### src/rtl/dual_core_sp_ram_arbiter_pkg.sv
// Shared types and helpers for the dual-core single-port RAM arbiter.
// Optional feature macro used by the arbiter top: LOCKSTEP_MERGE_EN.
package sp_ram_arb_pkg;

    typedef enum logic {
        CORE0 = 1'b0,
        CORE1 = 1'b1
    } core_id_e;

    localparam int unsigned PKG_ADDR_W = 32;
    localparam int unsigned PKG_DATA_W = 32;

    typedef struct packed {
        logic [PKG_ADDR_W-1:0]   addr;
        logic                    we;
        logic [PKG_DATA_W/8-1:0] be;
        logic [PKG_DATA_W-1:0]   wdata;
    } mem_req_t;

    // Byte address to word address; the caller truncates to the RAM depth,
    // which is what makes addresses wrap modulo the RAM size.
    function automatic logic [PKG_ADDR_W-1:0] word_addr(input logic [PKG_ADDR_W-1:0] byte_addr);
        return {2'b00, byte_addr[PKG_ADDR_W-1:2]};
    endfunction

endpackage

### src/rtl/dual_core_sp_ram_arbiter_rr_arb2.sv
// Two-way round-robin arbiter; the priority pointer only moves when both
// cores contend and are not merged into a single access.
module rr_arb2
    import sp_ram_arb_pkg::*;
(
    input  logic       clk_i,
    input  logic       rst_i,
    input  logic [1:0] req_i,
    input  logic       merge_i,
    output logic [1:0] gnt_o
);

    core_id_e r_prio;

    // Grant decode from the request pattern and current priority
    always_comb begin
        gnt_o = 2'b00;
        if (rst_i) begin
            gnt_o = 2'b00;
        end else begin
            case (req_i)
                2'b01:   gnt_o = 2'b01;
                2'b10:   gnt_o = 2'b10;
                2'b11:   gnt_o = merge_i ? 2'b11 : ((r_prio == CORE0) ? 2'b01 : 2'b10);
                default: gnt_o = 2'b00;
            endcase
        end
    end

    // Priority pointer: hand priority to the loser after a contended grant
    always_ff @(posedge clk_i) begin
        if (rst_i) begin
            r_prio <= CORE0;
        end else if ((req_i == 2'b11) && !merge_i) begin
            r_prio <= (r_prio == CORE0) ? CORE1 : CORE0;
        end else begin
            r_prio <= r_prio;
        end
    end

endmodule

### src/rtl/dual_core_sp_ram_arbiter.sv
// Shares one single-port RAM between two OBI-style core data ports.
// Define LOCKSTEP_MERGE_EN to merge identical lockstep requests and count mismatches.
module dual_core_sp_ram_arbiter
    import sp_ram_arb_pkg::*;
#(
    parameter int unsigned ADDR_WIDTH = 32,
    parameter int unsigned DATA_WIDTH = 32,
    parameter int unsigned RAM_AW     = 12,
    parameter int unsigned CNT_WIDTH  = 8
) (
    input  logic                           clk_i,
    input  logic                           rst_i,
    input  logic [1:0]                     req_i,
    output logic [1:0]                     gnt_o,
    input  logic [1:0][ADDR_WIDTH-1:0]     addr_i,
    input  logic [1:0]                     we_i,
    input  logic [1:0][DATA_WIDTH/8-1:0]   be_i,
    input  logic [1:0][DATA_WIDTH-1:0]     wdata_i,
    output logic [1:0]                     rvalid_o,
    output logic [DATA_WIDTH-1:0]          rdata_o,
    output logic                           ram_en_o,
    output logic                           ram_we_o,
    output logic [RAM_AW-1:0]              ram_addr_o,
    output logic [DATA_WIDTH/8-1:0]        ram_be_o,
    output logic [DATA_WIDTH-1:0]          ram_wdata_o,
    input  logic [DATA_WIDTH-1:0]          ram_rdata_i,
    output logic                           mismatch_o,
    output logic [CNT_WIDTH-1:0]           err_cnt_o
);

    mem_req_t   w_req [2];
    mem_req_t   w_sel;
    logic [1:0] w_gnt;
    logic       w_merge;
    logic [1:0] r_owner;

    // Gather each core's request fields into the common request struct
    always_comb begin
        for (int k = 0; k < 2; k++) begin
            w_req[k].addr  = PKG_ADDR_W'(addr_i[k]);
            w_req[k].we    = we_i[k];
            w_req[k].be    = (PKG_DATA_W/8)'(be_i[k]);
            w_req[k].wdata = PKG_DATA_W'(wdata_i[k]);
        end
    end

`ifdef LOCKSTEP_MERGE_EN
    logic                 w_same;
    logic                 w_mismatch;
    logic [CNT_WIDTH-1:0] r_err_cnt;

    // Write data only matters for the comparison when the pair is a write
    assign w_same = (w_req[0].addr == w_req[1].addr) &&
                    (w_req[0].we   == w_req[1].we)   &&
                    (w_req[0].be   == w_req[1].be)   &&
                    (!w_req[0].we || (w_req[0].wdata == w_req[1].wdata));

    assign w_merge    = (req_i == 2'b11) && w_same  && !rst_i;
    assign w_mismatch = (req_i == 2'b11) && !w_same && !rst_i;

    // Saturating lockstep mismatch counter
    always_ff @(posedge clk_i) begin
        if (rst_i) begin
            r_err_cnt <= {CNT_WIDTH{1'b0}};
        end else if (w_mismatch && (r_err_cnt != {CNT_WIDTH{1'b1}})) begin
            r_err_cnt <= r_err_cnt + {{(CNT_WIDTH-1){1'b0}}, 1'b1};
        end else begin
            r_err_cnt <= r_err_cnt;
        end
    end

    assign mismatch_o = w_mismatch;
    assign err_cnt_o  = r_err_cnt;
`else
    assign w_merge    = 1'b0;
    assign mismatch_o = 1'b0;
    assign err_cnt_o  = {CNT_WIDTH{1'b0}};
`endif

    rr_arb2 u_arb (
        .clk_i   (clk_i),
        .rst_i   (rst_i),
        .req_i   (req_i),
        .merge_i (w_merge),
        .gnt_o   (w_gnt)
    );

    // A merged pair is identical, so core0's fields serve both cores
    assign w_sel       = (w_gnt == 2'b10) ? w_req[1] : w_req[0];
    assign gnt_o       = w_gnt;
    assign ram_en_o    = |w_gnt;
    assign ram_we_o    = ram_en_o & w_sel.we;
    assign ram_addr_o  = RAM_AW'(word_addr(w_sel.addr));
    assign ram_be_o    = (DATA_WIDTH/8)'(w_sel.be);
    assign ram_wdata_o = DATA_WIDTH'(w_sel.wdata);

    // Response owner tracking; reset drops any in-flight response
    always_ff @(posedge clk_i) begin
        if (rst_i) begin
            r_owner <= 2'b00;
        end else begin
            r_owner <= w_gnt;
        end
    end

    assign rvalid_o = r_owner;
    assign rdata_o  = ram_rdata_i;

endmodule

### config.mk
export PLATFORM = sky130hd
export DESIGN_NAME = dual_core_sp_ram_arbiter
export DESIGN_NICKNAME = d
export VERILOG_FILES = /design/src/rtl/dual_core_sp_ram_arbiter_pkg.sv /design/src/rtl/dual_core_sp_ram_arbiter_rr_arb2.sv /design/src/rtl/dual_core_sp_ram_arbiter.sv
export SDC_FILE = /design/constraint.sdc
export NUM_CORES = 1
export LEC_CHECK = 0
export BUFFER_PORTS_ARGS = -buffer_cell sky130_fd_sc_hd__buf_2
export CORE_AREA = 2 2 105 107
export DETAILED_ROUTE_END_ITERATION = 7
export DIE_AREA = 0 0 107 109
export SYNTH_ARGS = -nofsm -noshare
export SYNTH_HDL_FRONTEND = slang
export SYNTH_HIERARCHICAL = 1
export SYNTH_SLANG_ARGS = --single-unit
### constraint.sdc
create_clock -name clk_i -period 2.3 [get_ports clk_i]
set_input_delay 0.345 -clock clk_i [delete_from_list [all_inputs] [get_ports clk_i]]
set_output_delay 0.345 -clock clk_i [all_outputs]
set_load 0.05 [all_outputs]
==> metrics.txt, run 1 <==
status finished clean; worst vdd ir 0.1784 mV; Buffers on Ports 155; Critical Path AT 1.90 ns; CTS H-tree depth 1; unrepaired setup endpoints after global routing false; main combinational cell family by area after synthesis multiplexers; Hold Buf Count CTS 0; library cells used by synthesis 15; die area 11660 um^2; Critical Path Start Type flip-flop; Hold Path Depth 2; synth-to-layout area growth 88.25%; worst setup slack after layout 0.05593 ns; number of global-route vias before repair 1130; initial antenna violation count 0; post-synthesis cell area 1107 um^2; Yosys warnings 6; Synth Area in Simple Gates 5.650%; crit path time final 2.244 ns; wire length per cell 10.23 um; Max Fclk 445.6 MHz; Slowest cell on crit path o311a_4; Hold WC Path Type in2reg; die height 109 um; Initial Util 10.44%; CTS root buf clkbuf_8; first-pass GRT wire length 5.037 mm; hold path start rst_i; multiplexer area fraction after synthesis 53.22%; area share of fa/ha/maj cells after synthesis 0%; sequential area share after synthesis 5.424%; Critical Path End Type output port; Final Skew 0.0008900 ns; hold slack 0.3412 ns; final wirelength 3.981 mm; Sequential Power Share 6.7%; Critical path origin u_arb/r_prio; total core area 10600 um^2; Worst R2R Path Depth 3; Combinational Power Share 75.2%; Final Setup Violations 0; NetSw 0.4282 mW; Mapped Cells 112; Placer Congestion 0.6332; Clock power frac 18.1%; Cell Chain, Critical Path o311a_4 > nor2b_4 > buf_12 > clkbuf_16 > mux2_4 > buf_4; nets 424; Pleak 1.097 nW; Setup WS pre-CTS -0.05782 ns; vias 1258; Layout Utilization 19.66%; max_cap viols 0; die width 107 um; total CTS buffers 3; Final Power 0.8433 mW; Yosys reg bits 3; Sw Ratio 50.77%; worst r2r src u_arb/r_prio; Pint 0.4151 mW; Rows 38; Final HPWL DP 3.287 mm; worst path required time 1.96 ns; syn_area_per_cell 9.887 um^2; Final Slew Violations 0; kind of critical path reg2out; vias per std cell 3.234; final worst path period share 97.57%; CTS sink count 3; IO Count 269; Detailed Routing Iterations Pass 1 2; Post-Synth XOR/XNOR Area 0%; drc violations 0; crit-path max cell delay 0.40 ns; largest net degree at the start of global routing 22; layout cell share with drive strength beyond 1 90.36%; GRT Util Overall 5.332%; TritonCTS clock tree yes; clock-pin slew on the worst setup and hold paths 0.03 ns; CP max FO 10; Power Density 404.6 nW/um^2; DRT iter0 DRCs 28; Final Hold Violating Endpoints 0; Skew-Pair Late Insertion Delay 0.21 ns; Compound-Gate Fraction of Synth Area 2.486%; ANT cells 0; ANT nets after route 0; Clock Path Buffers 2; total grt overflow 0
-- critical path: cells and delay by family (launching register included) --
kind / cells / cell delay [ns]
AOI/OAI and AO/OA: 1 / 0.40
buffers and inverters: 3 / 0.50
DFF: 1 / 0.36
muxes: 1 / 0.29
and+or+nand+nor: 1 / 0.13
-- power groups by stage --
| stage | registers (mW) | clock network, mW | logic (mW) |
|---|---|---|---|
| 6_report | 0.0568 | 0.153 | 0.634 |
| 2_1_floorplan | 0.0619 | 0 | 0.575 |
| 3_3_place_gp | 0.0571 | 0 | 0.577 |
| 4_1_cts | 0.0565 | 0.159 | 0.589 |
| 3_5_place_dp | 0.0571 | 0 | 0.584 |
| 5_1_grt | 0.0570 | 0.168 | 0.664 |
-- sequential cells by signal, indices dropped and copies added (netlist names) --
name,count
u_arb/r_prio,1
rvalid_o,2
-- what timing repair did --
action                                  4_1_cts  5_1_grt
gates cloned                                  0        1
buffers inserted                              3        1
resized for setup                             0       80
endpoints found under the setup margin       41       39
-- final timing paths --
check | end | slack, ns
worst max-delay path | ram_addr_o[8] | 0.06
worst min-delay path | rvalid_o[1] | 0.34
worst max register to register | rvalid_o[1] | 1.18
worst min register to register | u_arb/r_prio | 0.65
-- layout make-up --
| class | count | area [um^2] |
|---|---|---|
| repair buffers | 168 | 1040 |
| fillers | 1149 | 8518 |
| multi-input cells | 71 | 753.2 |
| well taps | 140 | 175.2 |
| inverters | 3 | 11.26 |
| clock buffers | 4 | 45.04 |
| flip-flops and latches | 3 | 60.06 |
-- per-stage QoR --
stage / cell area, um^2 / TNS [ns] / cells
final: 2085 / 0 / 389
after floorplan: 1167 / 0 / 123
after global placement: 1851 / -0.01098 / 380
after global routing: 2085 / 0 / 389
after detailed placement: 1851 / -1.549 / 380
after CTS: 1918 / 0 / 387
-- kinds of logic (layout without fill, tap and decap cells) --
logic type	after synthesis	after routing
multiplexers	49	49
buffers and inverters	49	175
AND/OR/NAND/NOR	7	7
AO/OA/AOI/OAI	3	3
flip-flops	3	3
other	1	12
-- cell usage in the layout, fill, tap and decap left out --
master | Yosys | routed
a22o_1 | 1 | 1
a311oi_4 | 0 | 1
buf_12 | 0 | 3
buf_2 | 0 | 118
buf_4 | 44 | 41
buf_6 | 2 | 5
clkbuf_1 | 0 | 1
clkbuf_16 | 0 | 1
clkbuf_8 | 0 | 3
conb_1 | 1 | 12
dfxtp_1 | 3 | 3
inv_1 | 3 | 3
mux2_2 | 39 | 39
mux2_4 | 10 | 10
nand3b_4 | 1 | 1
nor2_1 | 1 | 1
nor2b_1 | 3 | 3
nor2b_4 | 1 | 1
o311a_4 | 0 | 1
or2_2 | 1 | 1
-- synth_stat cells --
master    number  share of area, %
or2_2          1              0.57
mux2_2        39                40
inv_1          3               1.0
a311oi_1       1              0.79
buf_6          2               2.0
nor2_1         1              0.34
mux2_4        10                14
a22o_1         1              0.79
nand3b_4       1               1.8
dfxtp_1        3               5.4
buf_4         44                30
conb_1         1              0.34
o311a_1        1              0.90
nor2b_1        3               1.7
nor2b_4        1               1.2
-- layer usage --
| layer | GRT usage [%] | routed length (um) | vias up |
|---|---|---|---|
| li1 | - | - | 608 |
| met1 | 6.078 | 1398 | 559 |
| met2 | 9.554 | 2166 | 81 |
| met3 | 1.195 | 378 | 10 |
| met4 | 2.319 | 38 | 0 |
| met5 | 0 | 0 | - |
(Power assumes the default switching activity.)
==> inputs of run 2 (changes only) <==
BUFFER_PORTS_ARGS = -buffer_cell sky130_fd_sc_hd__buf_4   (was -buffer_cell sky130_fd_sc_hd__buf_2)
==> run 2 against run 1 <==
Sequential share of layout area decreased by 0.17 points. Total power increased by 4.7%. Worst setup slack improved by 0.043 ns. Combinational power increased by 5.8%. Clock power about the same. Flip-flop and latch count unchanged. Core utilization increased by 1.7 points. Global-route usage increased by 0.49 points. Cell count decreased by 2.3%. First-iteration DRC count decreased by 29%. Sequential power about the same. Non-clock buffer count decreased by 9. Largest power group unchanged.
==> metrics.txt, run 2 (synthesized netlist as in run 1, its figures left out) <==
Final Hold Violating Endpoints 0 (unchanged); worst r2r src u_arb/r_prio; most frequent cells in the layout 156 x buf_4, 39 x mux2_2, 12 x conb_1; die width 107 um (unchanged); crit path time final 2.201 ns (-0.04297 ns); Detailed Routing Iterations Pass 1 4 (+2); clock-pin slew on the worst setup and hold paths 0.03 ns (about the same); Buffers on Ports 155 (unchanged); max reg flops 2 (unchanged); vias per std cell 3.316 (+2.5%); TritonCTS clock tree yes; Final Setup Violations 0 (unchanged); layout cell share with drive strength beyond 1 90.42% (about the same); Clock Path Buffers 2 (unchanged); nets 415 (-2.1%); initial antenna violation count 0 (unchanged); CP top delay family compound AO/OA/AOI/OAI gates; Initial Util 10.44% (unchanged); CP max FO 15 (+5); leading cell type in the layout, fill and taps excluded buf_4; Final HPWL DP 3.500 mm (+6.5%); crit-path max cell delay 0.43 ns (+0.03 ns); hold path start rst_i; Hold Path Sink rvalid_o[1]; die area 11660 um^2 (unchanged); Placer Congestion 0.6668 (+5.3%); wire length per cell 10.79 um (+5.5%); Slowest cell on crit path o311a_2; Critical Path AT 1.86 ns (-0.04 ns); worst reg2reg path endpoint rvalid_o[1]; number of global-route vias before repair 1179 (+4.3%); max_cap viols 0 (unchanged); final setup TNS 0 ns (unchanged); Max Fclk 454.3 MHz (+2.0%); Worst R2R Path Depth 2 (-1); final worst path period share 95.70% (-1.9 points); Hold Path Depth 2 (unchanged); status finished clean; largest net degree at the start of global routing 32 (+45%); final wirelength 4.101 mm (+3.0%); kind of critical path reg2out; CTS root buf clkbuf_8; unrepaired setup endpoints after global routing false; Post CTS Setup Buffer Count 0 (-3); synth-to-layout area growth 104.4%; Final Power 0.8833 mW (+4.7%); r2r setup slk 1.29 ns (+0.11 ns); CTS H-tree depth 1 (unchanged); Power Density 390.3 nW/um^2 (-3.5%); Final Skew 0.003212 ns (+0.002322 ns); IO Count 269 (unchanged); ANT nets after route 0 (unchanged); Final Slew Violations 0 (unchanged); vias 1260 (+0.16%); Critical Path End Type output port; total grt overflow 0 (unchanged); worst path bufs/invs 2 (-1); Cell Chain, Critical Path o311a_2 > nor2b_4 > clkbuf_16 > mux2_4 > buf_4; worst path required time 1.96 ns (about the same); Skew-Pair Late Insertion Delay 0.22 ns (about the same); first-pass GRT wire length 5.506 mm (+9.3%); worst vdd ir 0.2498 mV (+40%); ANT cells 0 (unchanged); FILL cells 1161 (+1.0%); Rows 38 (unchanged); drc violations 0 (unchanged); register area 61.31 um^2 (+2.1%); Pleak 1.137 nW (+3.6%); area occupied by multi-input gates 743.2 um^2 (-1.3%); CTS sink count 3 (unchanged); total core area 10600 um^2 (unchanged); DRT iter0 DRCs 20 (-29%); Critical Path Start Type flip-flop; GRT Util Overall 5.822% (+0.49 points); total CTS buffers 3 (unchanged); Hold WC Path Type in2reg; die height 109 um (unchanged)
[run 2: cell types whose count changed in the layout (fill, tap and decap cells not counted)]
cell	change
buf_2	-118
o311a_2	+1
buf_12	-2
o311a_4	-1
buf_6	-4
dfxtp_2	+1
dfxtp_1	-1
buf_4	+115
[run 2: what timing repair did]
item | CTS | global route
hold buffers | 0 | 0
gates resized for setup | 0 | 2
setup endpoints to repair | 0 | 19
[run 2: worst max-delay path by stage]
stage | startpoint | end | slack, ns | cells past startpoint
after floorplan | req_i[1] | ram_addr_o[0] | 0.11 | 5
after detailed placement | req_i[0] | ram_wdata_o[29] | 0.10 | 7
after global placement | req_i[0] | ram_wdata_o[25] | 0.12 | 7
after CTS | u_arb/r_prio | ram_wdata_o[29] | 0.03 | 5
after global routing | u_arb/r_prio | ram_wdata_o[25] | 0.009 | 5
final | u_arb/r_prio | ram_addr_o[1] | 0.1 | 5
[run 2: metrics by stage]
step	utilization, %	instances	hold slack [ns]	instance area, um^2	worst slack (ns)
floorplan	-	123	0.4166	1167	0.1077
global placement	20.64	375	0.5693	2188	0.1233
detailed placement	20.64	375	0.5741	2188	0.1002
CTS	21.06	379	0.3449	2233	0.02868
global route	21.35	380	0.3563	2263	0.009198
finish	21.35	380	0.3457	2263	0.09890
[run 2: cell type report]
cell class | count | area share [%]
multi-input cells | 71 | 32.84
inverters | 3 | 0.4975
repair buffers | 159 | 54.23
flip-flops and latches | 3 | 2.709
clock buffers | 4 | 1.990
well taps | 140 | 7.739
[run 2: report_power, final]
part | internal, mW | leakage, nW | switching (mW)
sequential | 0.0550 | 0.0250 | 0.00175
clock | 0.118 | 0.0228 | 0.0369
combinational | 0.283 | 1.09 | 0.388
[run 2: routing by layer]
| metal | vias to the layer above | GRT usage (%) | routed length, um |
|---|---|---|---|
| li1 | 590 | - | - |
| met1 | 571 | 6.400 | 1427 |
| met2 | 87 | 10.92 | 2232 |
| met3 | 12 | 1.195 | 393 |
| met4 | 0 | 2.319 | 47 |
| met5 | - | 0 | 0 |
==> inputs of run 3 (changes only) <==
ABC_AREA = 1   (was default)
==> run 3 against run 2 <==
Area after synthesis rose by 5.8%. Maximum frequency rose by 12%. Register-to-register slack got worse by 0.17 ns. Largest cell class unchanged. Sequential power fell by 1%. Clock skew barely moved. Total power rose by 3.1%. Highest routed layer unchanged. Hold slack got worse by 0.042 ns. Combinational power rose by 4.8%. Critical path type unchanged. First-iteration DRC count rose to 5.0 times the previous value. Clock-buffer cell count did not move.
==> metrics.txt, run 3 <==
status finished clean; Final Slew Violations 0 (unchanged); sequential area share after synthesis 5.128% (-0.30 points); largest net degree at the start of global routing 52 (+63%); drc violations 0 (unchanged); wire length per cell 10.55 um (-2.3%); Clock power frac 16.6% (-1.0 points); Final Hold Violating Endpoints 0 (unchanged); FILL cells 1192 (+2.7%); initial antenna violation count 0 (unchanged); DRT iter0 DRCs 100 (+400%); metal2 WL 2.734 mm (+22%); Hold Buf Count CTS 0 (unchanged); register area 60.06 um^2 (-2.0%); CTS root buf clkbuf_8; final wirelength 5.105 mm (+24%); Buffers on Ports 155 (unchanged); Yosys reg bits 3 (unchanged); worst reg2reg path endpoint rvalid_o[1]; Max Fclk 511.1 MHz (+12%); TritonCTS clock tree yes; Critical Path Start Type flip-flop; Critical Path AT 1.61 ns (-0.25 ns); leading cell type in the layout, fill and taps excluded buf_4; Final HPWL DP 3.964 mm (+13%); Detailed Routing Iterations Pass 1 4 (unchanged); total CTS buffers 3 (unchanged); placed cells 480 (+28%); post-synthesis cell area 1171 um^2 (+5.8%); Resized Gates After CTS 0 (unchanged); total core area 10600 um^2 (unchanged); IO Count 269 (unchanged); Hold Path Depth 2 (unchanged); Clock Path Buffers 2 (unchanged); Pint 0.4226 mW (-7.4%); Sequential Power Share 6.1% (-0.3 points); worst path required time 1.96 ns (about the same); final cell count without fillers 484 (+27%); library cells used by synthesis 13 (-2); Skew-Pair Late Insertion Delay 0.21 ns (about the same); clock-pin slew on the worst setup and hold paths 0.03 ns (about the same); Mapped Cells 228 (+100%); ANT nets after route 0 (unchanged); Sw Ratio 53.60% (+5.2 points); Placer Congestion 0.6990 (+4.8%); r2r setup slk 1.12 ns (-0.17 ns); Post-synth top flop dfxtp_1; Pleak 1.328 nW (+17%); Synth top area share 32.37% (-7.3 points); count leader, synth nand2_1; vias per std cell 3.729 (+12%); Hold WC Path Type in2reg; unrepaired setup endpoints after global routing false; synth-to-layout area growth 91.35%; die width 107 um (unchanged); vias 1805 (+43%); worst vdd ir 0.1243 mV (-50%); max reg flops 2 (unchanged); Power Density 406.5 nW/um^2 (+4.2%); kind of critical path reg2out; Rows 38 (unchanged); total grt overflow 0 (unchanged); first-pass GRT wire length 7.224 mm (+31%); Worst R2R Path Depth 6 (+4); Combinational Power Share 77.2% (+1.2 points); final worst path period share 85.07% (-11 points); max_cap viols 0 (unchanged); Post-synth top cells 101 x nand2_1, 52 x nand3_1, 41 x buf_4; Post CTS Setup Buffer Count 0 (unchanged); die area 11660 um^2 (unchanged); area occupied by multi-input gates 719.4 um^2 (-3.2%); hold path start rst_i; CTS H-tree depth 1 (unchanged); ANT cells 0 (unchanged); Initial Util 11.05% (+0.60 points); Final Skew 0.003210 ns (-0.000002730 ns); asr flop ratio synth 0% (unchanged); final setup TNS 0 ns (unchanged); Synth area leaders nand2_1 32%, buf_4 26%, nand3_1 22%, buf_2 5.6%, dfxtp_1 5.1%; CP max FO 51 (+36); die height 109 um (unchanged); EDFF count, synth 0 (unchanged); worst r2r src u_arb/r_prio; Critical Path End Type output port; Post-Route M1 WL 1.723 mm (+21%); layout cell share with drive strength beyond 1 47.97% (-42 points); cell accounting for the most synthesized area nand2_1; WL met3 416 um (+5.9%); GRT Util Overall 7.617% (+1.8 points); Final Setup Violations 0 (unchanged); crit path time final 1.957 ns (-0.2445 ns); NetSw 0.4883 mW (+14%); nets 519 (+25%); syn_area_per_cell 5.137 um^2 (-48%); Hold Path Sink rvalid_o[1]; CTS sink count 3 (unchanged); uppermost layer routed met4; most frequent cells in the layout 157 x buf_4, 101 x nand2_1, 52 x nand3_1; Yosys warnings 6 (unchanged); number of global-route vias before repair 1527 (+30%)
## run 3: kinds of logic (layout without fill, tap and decap cells)
group	Yosys count	count (layout)	synth area share (%)
other	1	11	0.3202
AND/OR/NAND/NOR	161	161	57.91
buffers and inverters	63	169	36.65
flip-flops	3	3	5.128
## run 3: worst max-delay path: stages, from the launching register on
cell and delay (ns):
dfxtp_1 0.36, nand3_1 0.10, nand3_1 0.08, inv_1 0.08, inv_2 0.09, buf_12 0.24, nand3_1 0.15, nand2_1 0.10
buf_4 0.19
## run 3: power by group through the flow
| stage | logic, mW | clock network [mW] | registers [mW] |
|---|---|---|---|
| floorplan | 0.586 | 0 | 0.0613 |
| global placement | 0.698 | 0 | 0.0564 |
| detailed placement | 0.708 | 0 | 0.0567 |
| CTS | 0.709 | 0.156 | 0.0559 |
| global route | 0.743 | 0.168 | 0.0562 |
| finish | 0.703 | 0.152 | 0.0560 |
## run 3: area by class of cell
type / count / share of cell area [%]
Timing Repair Buffer: 159 / 54.38
Inverter: 6 / 1.005
Multi-Input combinational cell: 172 / 32.10
Clock buffer: 4 / 2.010
Sequential cell: 3 / 2.680
Tap cell: 140 / 7.817
## run 3: per-layer routing
| metal | up-vias | GRT usage [%] |
|---|---|---|
| li1 | 896 | - |
| met1 | 779 | 7.833 |
| met2 | 102 | 14.74 |
| met3 | 28 | 1.076 |
| met4 | 0 | 4.267 |
| met5 | - | 0 |
## run 3: stage by stage
stage / area (um^2) / hold slack [ns] / total power [mW] / setup slack [ns] / utilization, %
global route: 2241 / 0.3061 / 0.9664 / 0.2128 / 21.14
global placement: 2196 / 0.5086 / 0.7547 / 0.4351 / 20.71
CTS: 2241 / 0.3011 / 0.9207 / 0.3292 / 21.14
floorplan: 1209 / 0.4174 / 0.6474 / 0.2581 / -
finish: 2241 / 0.3035 / 0.9109 / 0.3434 / 21.14
detailed placement: 2196 / 0.5107 / 0.7643 / 0.4054 / 20.71
## run 3: worst max path at each step
stage            startpoint              to  slack [ns]  depth (start not counted)
6_report       u_arb/r_prio  ram_wdata_o[5]        0.34                          8
3_5_place_dp          rst_i  ram_wdata_o[0]        0.41                         10
2_1_floorplan  u_arb/r_prio   ram_addr_o[0]        0.26                          9
5_1_grt        u_arb/r_prio  ram_addr_o[11]        0.21                          9
4_1_cts        u_arb/r_prio  ram_wdata_o[5]        0.33                          7
3_3_place_gp          rst_i  ram_addr_o[11]        0.44                         10
